### src/rtl/br_predict_btb.sv
// Branch predictor / branch target buffer for the pipelined MIPS datapath.
// A direct-mapped, tagged table in which each entry holds a valid bit, a tag,
// a target and a CNT_W-bit saturating counter. It also runs a multi-cycle
// invalidation sweep and keeps a saturating mispredict statistic.
// Ports:
//   CLK, nRST        clock (rising edge), synchronous active-low reset
//   lookup_pc        fetch PC; predict/hit/target/index are combinational from it
//   upd_*            resolved-branch update; applied at the next rising edge
//   flush_req        start a full-table invalidation sweep
//   busy             sweep in progress (registered state)
//   mispred_count    saturating count of upd_en & upd_mispredict
module br_predict_btb #(
  parameter int unsigned ENTRIES = 16,
  parameter int unsigned IDX_W   = $clog2(ENTRIES),
  parameter int unsigned TAG_W   = 8,
  parameter int unsigned CNT_W   = 2,
  parameter int unsigned STAT_W  = 16
) (
  input  logic              CLK,
  input  logic              nRST,
  input  logic [31:0]       lookup_pc,
  output logic              predict,
  output logic              hit,
  output logic [31:0]       target,
  output logic [IDX_W-1:0]  index,
  input  logic              upd_en,
  input  logic [31:0]       upd_pc,
  input  logic              upd_taken,
  input  logic [31:0]       upd_target,
  input  logic              upd_mispredict,
  input  logic              flush_req,
  output logic              busy,
  output logic [STAT_W-1:0] mispred_count
);

  localparam int unsigned TAG_LO = IDX_W + 2;
  localparam int unsigned TAG_HI = IDX_W + TAG_W + 1;
  localparam logic [CNT_W-1:0]  CNT_MAX  = '1;
  localparam logic [CNT_W-1:0]  CNT_WEAK = CNT_W'(1) << (CNT_W - 1);
  localparam logic [STAT_W-1:0] STAT_MAX = '1;

  typedef enum logic {S_IDLE, S_SWEEP} state_e;

  state_e             state_q, state_d;
  logic [IDX_W-1:0]   ptr_q, ptr_d;
  logic               valid_q [ENTRIES];
  logic               valid_d [ENTRIES];
  logic [TAG_W-1:0]   tag_q   [ENTRIES];
  logic [TAG_W-1:0]   tag_d   [ENTRIES];
  logic [31:0]        tgt_q   [ENTRIES];
  logic [31:0]        tgt_d   [ENTRIES];
  logic [CNT_W-1:0]   cnt_q   [ENTRIES];
  logic [CNT_W-1:0]   cnt_d   [ENTRIES];
  logic [STAT_W-1:0]  mis_q, mis_d;

  logic [TAG_W-1:0]   lk_tag;
  logic [IDX_W-1:0]   u_idx;
  logic [TAG_W-1:0]   u_tag;
  logic               u_hit;

  // PC bits below the index and above the tag take no part in the lookup.
  logic unused_pc_bits;
  assign unused_pc_bits = ^{lookup_pc[1:0], lookup_pc[31:TAG_HI+1],
                            upd_pc[1:0], upd_pc[31:TAG_HI+1]};

  // Zero-latency lookup against the registered table; no update bypass.
  assign index         = lookup_pc[TAG_LO-1:2];
  assign lk_tag        = lookup_pc[TAG_HI:TAG_LO];
  assign busy          = (state_q == S_SWEEP);
  assign hit           = valid_q[index] & (tag_q[index] == lk_tag) & ~busy;
  assign predict       = hit & cnt_q[index][CNT_W-1];
  assign target        = hit ? tgt_q[index] : '0;
  assign mispred_count = mis_q;

  assign u_idx = upd_pc[TAG_LO-1:2];
  assign u_tag = upd_pc[TAG_HI:TAG_LO];
  assign u_hit = valid_q[u_idx] & (tag_q[u_idx] == u_tag);

  // Next-state: table update in IDLE, one entry cleared per cycle in SWEEP.
  always_comb begin
    state_d = state_q;
    ptr_d   = ptr_q;
    valid_d = valid_q;
    tag_d   = tag_q;
    tgt_d   = tgt_q;
    cnt_d   = cnt_q;
    mis_d   = mis_q;

    // Statistics are counted in every state.
    if (upd_en && upd_mispredict && (mis_q != STAT_MAX)) begin
      mis_d = mis_q + STAT_W'(1);
    end

    case (state_q)
      S_IDLE: begin
        if (upd_en) begin
          if (u_hit) begin
            if (upd_taken) begin
              if (cnt_q[u_idx] != CNT_MAX) cnt_d[u_idx] = cnt_q[u_idx] + CNT_W'(1);
              tgt_d[u_idx] = upd_target;
            end else if (cnt_q[u_idx] != '0) begin
              cnt_d[u_idx] = cnt_q[u_idx] - CNT_W'(1);
            end
          end else if (upd_taken) begin
            // Taken miss overwrites the slot as weakly taken.
            valid_d[u_idx] = 1'b1;
            tag_d[u_idx]   = u_tag;
            tgt_d[u_idx]   = upd_target;
            cnt_d[u_idx]   = CNT_WEAK;
          end
        end
        if (flush_req) begin
          state_d = S_SWEEP;
          ptr_d   = '0;
        end
      end
      S_SWEEP: begin
        valid_d[ptr_q] = 1'b0;
        cnt_d[ptr_q]   = '0;
        ptr_d          = ptr_q + IDX_W'(1);
        if (ptr_q == IDX_W'(ENTRIES - 1)) state_d = S_IDLE;
      end
      default: state_d = S_IDLE;
    endcase
  end

  // State and table registers; reset also aborts any sweep in flight.
  always_ff @(posedge CLK) begin
    if (!nRST) begin
      state_q <= S_IDLE;
      ptr_q   <= '0;
      mis_q   <= '0;
      valid_q <= '{default: 1'b0};
      tag_q   <= '{default: '0};
      tgt_q   <= '{default: '0};
      cnt_q   <= '{default: '0};
    end else begin
      state_q <= state_d;
      ptr_q   <= ptr_d;
      mis_q   <= mis_d;
      valid_q <= valid_d;
      tag_q   <= tag_d;
      tgt_q   <= tgt_d;
      cnt_q   <= cnt_d;
    end
  end

endmodule
### config.mk
export PLATFORM = sky130hd
export DESIGN_NAME = br_predict_btb
export DESIGN_NICKNAME = d
export VERILOG_FILES = /design/src/rtl/br_predict_btb.sv
export SDC_FILE = /design/constraint.sdc
export NUM_CORES = 2
export LEC_CHECK = 0
export ABC_AREA = 1
export CAP_MARGIN = 25
export CORE_ASPECT_RATIO = 1.4
export CORE_UTILIZATION = 40
export DETAILED_ROUTE_END_ITERATION = 7
export GPL_TIMING_DRIVEN = 1
export PLACE_DENSITY_LB_ADDON = 0.15
export SYNTH_ARGS = -nofsm -noshare
export SYNTH_HDL_FRONTEND = slang
export SYNTH_SLANG_ARGS = --single-unit
### constraint.sdc
create_clock -name CLK -period 8.2 [get_ports CLK]
set_clock_uncertainty 0.15 [all_clocks]
set_input_delay 0.82 -clock CLK [delete_from_list [all_inputs] [get_ports CLK]]
set_output_delay 0.82 -clock CLK [all_outputs]
set_load 0.1 [all_outputs]
==> results.json <==
{
  "setup_tns_ns": 0,
  "cp_top_family": "buffers and inverters",
  "clock_sinks": 709,
  "coreArea_um2": 84300,
  "outcome": "finished, final reports clean",
  "max_slew_margin_pct": 18.9,
  "die_area_um2": 86400,
  "p_int_w": 0.00577,
  "pwr-share-seq_pct": 44.7,
  "critPathCaptureType": "primary output",
  "ys_seq_area_share_pct": 41.6,
  "multi_input_area_um2": 17500,
  "drv_cap": 0,
  "grt_pass1_wl_um": 203000,
  "p_leak_nw": 15.6,
  "post_cts_buffers": 0,
  "dp_hpwl_um": 73900,
  "clkTransAtPathRegs_ns": 0.06,
  "max_freq_mhz": 149,
  "r2r_slack_ns": 3.33,
  "die_w_um": 249,
  "yosysTopAreaCellShare_pct": 41.6,
  "crit_end": "target[25]",
  "finalHoldViolCount": 0,
  "routabilityCongestion": 0.862,
  "combPwrFrac_pct": 9.8,
  "arrival_ns": 5.72,
  "syn_area_um2": 34100,
  "r2r_end": "tgt_q[326]",
  "yosysUniqueCellTypes": 42,
  "area_growth_pct": 11.2,
  "crit_required_ns": 7.23,
  "path_depth": 13,
  "grt_overflow": 0,
  "power_density_nw_per_um2": 209,
  "cp_max_fo": 138,
  "cts_buffer_depth": 3,
  "path_cells": "buf_8, inv_8, o21ai_0, o22ai_1, o211ai_1, o21ai_0, xor2_1, nor2_1, nand3_1, nor2_1, inv_2, nor3_1, clkdlybuf4s50_1",
  "slowest_stage": "clkdlybuf4s50_1",
  "io_pins": 157,
  "tightest_slew_ns": 1.22,
  "path_class": "in -> out",
  "postRouteAntennaNets": 0,
  "vias": 35400,
  "rr_startpoint": "busy",
  "place_ws_ns": 1.53,
  "ir_worst_vdd_uv": 163,
  "post_drt_via_cell_ratio": 5.77,
  "grt_start_max_net_pins": 234,
  "synth_warnings": 0,
  "drive_gt1_share_pct": 5.10,
  "io_buffers": 116,
  "synth_nets": 5298,
  "clkPwrFrac_pct": 45.5,
  "first_global_vias": 32200,
  "switching_share_pct": 27.0,
  "synth_area_leaders": "dfxtp_1 42%, nor2_1 14%, o21ai_0 11%, nand2_1 9.1%, a21oi_1 6.5%",
  "avgSynthCellArea_um2": 6.57,
  "cp_num_buf_inv": 4,
  "startpoint": "lookup_pc[2]",
  "post_cts_resized": 0,
  "rsz0062_at_grt": "no",
  "drt-total-wl_um": 136000,
  "drcViolationCount": 0,
  "ff_latch_area_um2": 14200,
  "hold_buffers": 0,
  "htree_levels": 3,
  "synth_seq_cells": 709,
  "worstHoldPathType": "reg -> reg",
  "initial_core_util_pct": 40.4,
  "reg2reg_depth": 12,
  "finalCritPeriodShare_pct": 81.6,
  "slowest_delay_ns": 1.27,
  "fillers": 8670,
  "numCtsBuffers": 76,
  "cts_root_buf": "clkbuf_16",
  "nets": 5089,
  "clk_latency_ns": 0.65,
  "finalMaxSlewViolations": 0,
  "p_sw_w": 0.00214,
  "period_needed_ns": 6.69,
  "worst_slack_ns": 1.51,
  "synth_cells": 5189,
  "routedWlPerCell_um": 22.2,
  "cts_tree": "built",
  "drtPass1Iterations": 6,
  "crit_path_start_kind": "input pin",
  "antenna_found_initial": 20,
  "die_h_um": 347,
  "setup_viol": 0,
  "dr.first_iter.drc_count": 3790,
  "rows": 126,
  "yosys.area.top_type": "dfxtp_1",
  "grtUsageTotal_pct": 30.5
}
cell usage in the layout, fill, tap and decap left out, drive strengths merged, types with 2 or more instances in the layout:
cell           Yosys  final
nand2            832    832
a311oi            26     26
inv              192    197
a22oi              7      7
a221oi           102    102
nor4               3      3
clkdlybuf4s50      0     97
o21a               4      4
diode              0     17
nor3              80     80
o31ai             15     15
or2                2      2
a31oi              7      7
bufinv             0      5
a21oi            447    447
nand3            127    127
ha                 7      7
o21ai            806    806
clkbuf           319    111
xor2               2      2
nor2            1294   1294
clkinv            12     26
buf              134     69
nand4              6      6
o221ai            10     10
dfxtp            709    709
xnor2              2      2
o211ai            20     20
o22ai             20     20
power groups by stage:
stage / Clock, W / Sequential, W / Combinational (W)
after global routing: 0.00378 / 0.00354 / 0.000838
after detailed placement: 0 / 0.00361 / 0.000763
after global placement: 0 / 0.00361 / 0.000759
after floorplan: 0 / 0.00361 / 0.000510
final: 0.00360 / 0.00353 / 0.000778
after CTS: 0.00365 / 0.00353 / 0.000764
layer usage:
layer / global-route usage (%) / vias to the layer above / wire length, um
met5: 0 / - / 0
met4: 17.0 / 0 / 6110
met3: 3.42 / 315 / 10100
met2: 50.7 / 1602 / 64500
met1: 38.3 / 16800 / 55400
li1: - / 16700 / -
final cells by class:
| type | count | area share, % |
|---|---|---|
| well taps | 1088 | 3.59 |
| clock buffers | 111 | 5.95 |
| diodes | 17 | 0.112 |
| inverters | 204 | 2.07 |
| multi-input cells | 3823 | 46.0 |
| clock inverters | 24 | 0.732 |
| repair buffers | 166 | 4.10 |
| flip-flops and latches | 709 | 37.4 |
worst register-to-register path: cells and delay by family (launching register included):
family	cells	cell delay, ns
buffers and inverters	7	2.66
flip-flops	1	0.31
AND/OR/NAND/NOR	5	1.62
cells by family after synthesis:
family / Yosys count / share of synthesized area [%]
and+or+nand+nor: 2346 / 26.9
AOI/OAI and AO/OA: 1466 / 23.5
DFF: 709 / 41.6
buffers and inverters: 657 / 7.56
adders and majority gates: 7 / 0.257
xor gates and xnor gates: 4 / 0.103
registers in the layout, summed over array words and instances, names as in the netlist:
register,cells
cnt_q,32
tag_q,128
valid_q,16
mispred_count,16
ptr_q,4
busy,1
tgt_q,512
Yosys cell counts (all sizes together):
cell,number
clkbuf,319
nor4,3
clkinv,12
a311oi,26
o31ai,15
nand4,6
nor3b,1
o21ai,806
a2bb2oi,1
xor2,2
o21a,4
nand2,832
a21oi,447
a31oi,7
nand3,127
nor3,80
and3,1
o211ai,20
ha,7
or2,2
o221ai,10
xnor2,2
inv,192
dfxtp,709
a221oi,102
nor2,1294
a22oi,7
o22ai,20
buf,134
a211oi,1
metrics by stage:
step	cells	area [um^2]	hold slack (ns)	utilization (%)	power, W
3_3_place_gp	5990	35300	0.307	41.9	0.00437
2_1_floorplan	5189	34100	0.289	-	0.00412
4_1_cts	6125	37900	0.323	44.9	0.00795
6_report	6142	37900	0.320	45.0	0.00791
3_5_place_dp	5990	35300	0.314	41.9	0.00437
5_1_grt	6139	37900	0.347	45.0	0.00816
worst min path at each step:
| stage | cells past startpoint | end | slack, ns | startpoint |
|---|---|---|---|---|
| 3_3_place_gp | 2 | tag_q[123] | 0.31 | tag_q[123] |
| 4_1_cts | 2 | tag_q[61] | 0.32 | tag_q[61] |
| 2_1_floorplan | 2 | tag_q[123] | 0.29 | tag_q[123] |
| 5_1_grt | 2 | tag_q[15] | 0.35 | tag_q[15] |
| 6_report | 2 | tag_q[85] | 0.32 | tag_q[85] |
| 3_5_place_dp | 2 | tag_q[61] | 0.31 | tag_q[61] |
(Power assumes the default switching activity.)
